[src/rtl/mw_writeback_drain.sv]
// Writeback drain: queues execute results in an in-order FIFO and commits them
// to the scratchpad write port when granted, with store-to-load forwarding.
module mw_writeback_drain #(
  parameter int N     = 8,
  parameter int A     = 10,
  parameter int DEPTH = 4,
  localparam int PW   = $clog2(DEPTH),
  localparam int CW   = $clog2(DEPTH) + 1
) (
  input  logic          clock,
  input  logic          reset,
  input  logic [N-1:0]  res_in,
  input  logic          wen_in,
  input  logic [A-1:0]  dest_in,
  input  logic          mem_ready,
  output logic          mem_we,
  output logic [A-1:0]  mem_addr,
  output logic [N-1:0]  mem_wdata,
  input  logic [A-1:0]  rd_addr,
  output logic          fwd_hit,
  output logic [N-1:0]  fwd_data,
  output logic          stall,
  output logic          overflow,
  output logic [CW-1:0] count
);

  logic [A-1:0]  addr_q [DEPTH];
  logic [N-1:0]  data_q [DEPTH];
  logic [PW-1:0] head_q, head_d;
  logic [PW-1:0] tail_q, tail_d;
  logic [CW-1:0] count_q, count_d;
  logic          overflow_q, overflow_d;

  logic full, empty, push, pop;

  // NOTE: every signal written in always_comb gets a default first, so no
  // path leaves it unassigned and no latch is inferred.
  always_comb begin
    full       = (count_q == CW'(DEPTH));
    empty      = (count_q == '0);
    pop        = !empty && mem_ready;
    // A pop in the same edge frees the slot, so a push at full is still taken.
    push       = wen_in && (!full || pop);
    head_d     = head_q;
    tail_d     = tail_q;
    count_d    = count_q;
    overflow_d = overflow_q;
    if (pop)  head_d = head_q + 1'b1;
    if (push) tail_d = tail_q + 1'b1;
    if (push && !pop)      count_d = count_q + 1'b1;
    else if (pop && !push) count_d = count_q - 1'b1;
    if (wen_in && !push) overflow_d = 1'b1;
  end

  // NOTE: the payload array carries no reset; occupancy (count) alone decides
  // which entries are live, so clearing the pointers invalidates everything.
  always_ff @(posedge clock) begin
    if (push) begin
      addr_q[tail_q] <= dest_in;
      data_q[tail_q] <= res_in;
    end
  end

  // NOTE: sequential state uses non-blocking assignments so every register
  // samples pre-edge values regardless of statement order.
  always_ff @(posedge clock) begin
    if (!reset) begin
      head_q     <= '0;
      tail_q     <= '0;
      count_q    <= '0;
      overflow_q <= 1'b0;
    end else begin
      head_q     <= head_d;
      tail_q     <= tail_d;
      count_q    <= count_d;
      overflow_q <= overflow_d;
    end
  end

  always_comb begin
    mem_we    = !empty;
    mem_addr  = empty ? '0 : addr_q[head_q];
    mem_wdata = empty ? '0 : data_q[head_q];
  end

  // Scan oldest to youngest; later matches overwrite so the youngest wins.
  always_comb begin
    logic [PW-1:0] idx;
    fwd_hit  = 1'b0;
    fwd_data = '0;
    idx      = '0;
    for (int i = 0; i < DEPTH; i++) begin
      idx = head_q + PW'(i);
      if ((CW'(i) < count_q) && (addr_q[idx] == rd_addr)) begin
        fwd_hit  = 1'b1;
        fwd_data = data_q[idx];
      end
    end
  end

  // One slot of headroom absorbs the request already in the pipeline register.
  assign stall    = (count_q >= CW'(DEPTH - 1));
  assign overflow = overflow_q;
  assign count    = count_q;

endmodule

[config.mk]
export PLATFORM = sky130hd
export DESIGN_NAME = mw_writeback_drain
export DESIGN_NICKNAME = d
export VERILOG_FILES = /design/src/rtl/mw_writeback_drain.sv
export SDC_FILE = /design/constraint.sdc
export NUM_CORES = 1
export LEC_CHECK = 0
export ABC_AREA = 1
export ABC_CLOCK_PERIOD_IN_PS = 3420
export CAP_MARGIN = 20
export CORE_MARGIN = 3
export CORE_UTILIZATION = 45
export CTS_BUF_LIST = sky130_fd_sc_hd__clkbuf_4
export CTS_CLUSTER_DIAMETER = 200
export DETAILED_ROUTE_END_ITERATION = 7
export GPL_TIMING_DRIVEN = 0
export PLACE_DENSITY = 0.71
export REMOVE_ABC_BUFFERS = 1
export SLEW_MARGIN = 30
export SYNTH_ARGS = -nofsm -noshare
export SYNTH_HDL_FRONTEND = slang
export SYNTH_SLANG_ARGS = --single-unit
[constraint.sdc]
create_clock -name clock -period 3.42 [get_ports clock]
set_input_delay 0.513 -clock clock [delete_from_list [all_inputs] [get_ports clock]]
set_output_delay 0.513 -clock clock [all_outputs]
set_load 0.005 [all_outputs]
==> impl_metrics.csv <==
group,metric,value,unit
outcome,outcome,"completed",
floorplan,dieArea,14910,um^2
clock_network,worstSkewPairLatency,490,ps
place,port_buffers,64,
place,place.gp.congestion,0.9234,
synth,synth_edf_count,72,
timing,hold_viol,0,
drt,totalWireLength,19870,um
setup_path,crit_slowest_cell,"dfxtp_4",
floorplan,fp.coreArea,12880,um^2
synth,synthCells,902,
clock_network,clk_path_buf_depth,2,
flow_run,max_cap_violations,0,
setup_path,r2r_cells,10,
place,dpl.hpwl,12300,um
synth,yosysWarnings,0,
drt,routed_via_density,5.492,
global_routing,antenna_found_initial,1,
setup_path,timing.rr.start,"count[0]$_SDFFE_PN0P_",
finish,drive_gt1_frac,0.1171,
synth,synth_top_area_cell,"edfxtp_1",
clock_network,path_clk_slew,140,ps
setup_path,path_max_fanout,9,
setup_path,critical-path-max-stage-delay,440,ps
finish,fillers,1157,
floorplan,row_count,41,
setup_path,cp-start-kind,"flop",
floorplan,initial_core_util,0.4712,
drt,vias,6437,
floorplan,fp.dieH,122.1,um
timing,slew_viol_final,0,
power_and_ir_drop,power_leakage,3.622,nW
clock_network,cts_tree,"built",
place,place_area,6895,um^2
timing,max_freq,0.2971,GHz
timing,layout_setup_ws,54.42,ps
clock_network,cts.sinks,82,
min_path,worstHoldStart,"overflow$_SDFFE_PN0P_",
drt,drt_iter0_drc,788,
finish,syn2layout_area_growth,26.62,%
place,place_ws,-981.0,ps
global_routing,grt_overflow,0,
synth,yosysUniqueCellTypes,33,
global_routing,first_global_vias,5705,
synth,synth_top_area_share,0.3564,
synth,synth_ff_type,"edfxtp_1",
drt,dr.pass1.iters,5,
timing,worst_slew_pin_slew,499.1,ps
timing,fin_crit_sh,0.9841,
clock_network,cts_root_buf,"clkbuf_4",
clock_network,cts_buffers,9,
power_and_ir_drop,power_density,684.8,nW/um^2
drt,wl_per_cell,16.95,um
global_routing,grt_pass1_wl,29930,um
setup_path,crit_path_end_kind,"primary output",
setup_path,path_cells,"buf_12 > buf_4 > buf_4 > nand2_1 > nand2_1 > nand2_1 > nand2_1 > nand2_1 > nand2_1 > nor2_1 > nand2_1 > nor2_4 > buf_12 > nand3_1 > nand2_1 > inv_1 > a21oi_1 > dlygate4sd2_1",
synth,ys_top_cells_by_count,"374 x nand2_1, 107 x nand3_1, 89 x inv_1",
global_routing,grt_max_degree,37,
synth,netlist_area,6067,um^2
drt,drcViolationCount,0,
global_routing,grt_usage,0.2648,
floorplan,io_pins,65,
finish,stdcell_area,7682,um^2
min_path,whs_endpoint,"overflow$_SDFFE_PN0P_",
clock_network,cts_hold_buf,0,
finish,nets,1036,
min_path,min_path_cells,2,
setup_path,critPathKind,"flop to primary output",
clock_network,htree_num_levels,3,
min_path,hp-class,"flop to flop",
setup_path,crit_path_frequent_cell,"nand2_1",
setup_path,rrSetupSlack,860,ps
setup_path,r2r-end,"count[2]$_SDFFE_PN0P_",
synth,synthTopCellsByArea,"edfxtp_1 36%, nand2_1 23%, nand3_1 8.8%",
timing,finalSetupViolations,0,
setup_path,required,2910,ps
synth,ys_seq_area_frac,0.3894,
synth,async_reset_ff_frac,0,
timing,fin_crit,3366,ps
setup_path,critical_path.top_delay_family,"simple AND/OR/NAND/NOR gates",
timing,skew,18.71,ps
timing,relSlewSlack,0.6665,
synth,yosysMostFrequentCell,"nand2_1",
setup_path,worst-path-buf-inv,6,
synth,syn_area_per_cell,6.726,um^2
drt,ant_nets,0,
floorplan,die_x,122.1,um
power_and_ir_drop,max-vdd-ir-drop,0.3185,mV
synth,synth-seq-cells,82,
setup_path,critPathArrivalTime,2850,ps
worst min-delay path, stage by stage (launching register included):
cell     delay, ps
dfxtp_1        350
inv_1           60
a21oi_1         60
sequential cells by signal, indices dropped and copies added (netlist names), named ones only:
signal,cells
count,3
head_q,2
tail_q,2
addr_q,40
data_q,32
overflow,1
repair_timing:
| action | 4_1_cts | 5_1_grt |
|---|---|---|
| cloned | 8 | 1 |
| pin swaps | 13 | 7 |
| resized for setup | 63 | 19 |
| endpoints found under the setup margin | 27 | 5 |
| setup buffers | 27 | 9 |
metrics by stage:
stage / cells / hold WS, ps / util / power (mW) / TNS, ps
2_1_floorplan: 868 / 443.0 / - / 3.016 / -7653
3_3_place_gp: 1104 / 443.5 / 0.5225 / 3.972 / -26010
3_5_place_dp: 1110 / 474.7 / 0.5355 / 4.049 / -8319
4_1_cts: 1161 / 494.5 / 0.5891 / 5.117 / -68.70
5_1_grt: 1172 / 511.2 / 0.5966 / 5.618 / -182.8
6_report: 1172 / 495.3 / 0.5966 / 5.261 / 0
power breakdown:
| part | switching, mW | total [mW] | internal [mW] |
|---|---|---|---|
| sequential | 0.126 | 1.33 | 1.21 |
| clock | 0.384 | 0.547 | 0.163 |
| combinational | 2.09 | 3.38 | 1.29 |
how the worst max path moves through the flow:
| stage | startpoint | to | slack, ps | cells after the start |
|---|---|---|---|---|
| after global placement | head_q[0]$_SDFFE_PN0P_ | fwd_data[3] | -2770 | 13 |
| after floorplan | head_q[0]$_SDFFE_PN0P_ | fwd_data[0] | -890 | 14 |
| after CTS | head_q[0]$_SDFFE_PN0P_ | fwd_data[3] | -70 | 13 |
| after detailed placement | head_q[1]$_SDFFE_PN0P_ | fwd_data[3] | -980 | 13 |
| final | head_q[0]$_SDFFE_PN0P_ | fwd_data[4] | 50 | 18 |
| after global routing | head_q[0]$_SDFFE_PN0P_ | fwd_data[4] | -70 | 16 |
cell families (layout without fill, tap and decap cells):
group / count (synthesis) / in the layout / synth area share
flops: 82 / 82 / 0.3894
simple gates: 573 / 580 / 0.3875
fa+ha+maj: 10 / 10 / 0.02062
compound gates: 95 / 95 / 0.09074
other cells: 0 / 1 / 0
xor+xnor: 5 / 5 / 0.007218
mux: 8 / 8 / 0.01320
buf+inv: 129 / 219 / 0.09136
placed cells by master, fill, tap and decap left out, drive strengths merged:
| master | count |
|---|---|
| a21oi | 31 |
| a22oi | 8 |
| a31oi | 1 |
| a32oi | 8 |
| buf | 43 |
| bufbuf | 1 |
| clkbuf | 13 |
| clkdlybuf4s50 | 55 |
| clkinv | 4 |
| dfxtp | 10 |
| diode | 1 |
| dlygate4sd2 | 3 |
| dlymetal6s2s | 2 |
| edfxtp | 72 |
| ha | 10 |
| inv | 98 |
| mux2i | 8 |
| nand2 | 385 |
| nand3 | 109 |
| nand3b | 1 |
| nand4 | 8 |
| nor2 | 76 |
| nor3 | 1 |
| o211ai | 8 |
| o21ai | 39 |
| xnor2 | 1 |
| xor2 | 4 |
layout make-up:
type,count,area (um^2),share of cell area
clock buffers,9,67.56,0.008795
clock inverters,7,60.06,0.007818
inverters,95,394.1,0.05130
repair buffers,108,1121,0.1459
flip-flops and latches,82,2377,0.3094
multi-input cells,698,3445,0.4484
diodes,1,2.502,0.0003257
well taps,172,215.2,0.02801
metal layers:
metal,vias to the layer above,track usage,part of all wire
met5,-,0,0
li1,3137,-,-
met3,56,0.05432,0.097
met4,0,0.1141,0.030
met1,2909,0.3593,0.42
met2,335,0.4113,0.45
No activity file was read; power rests on OpenSTA's default activity.
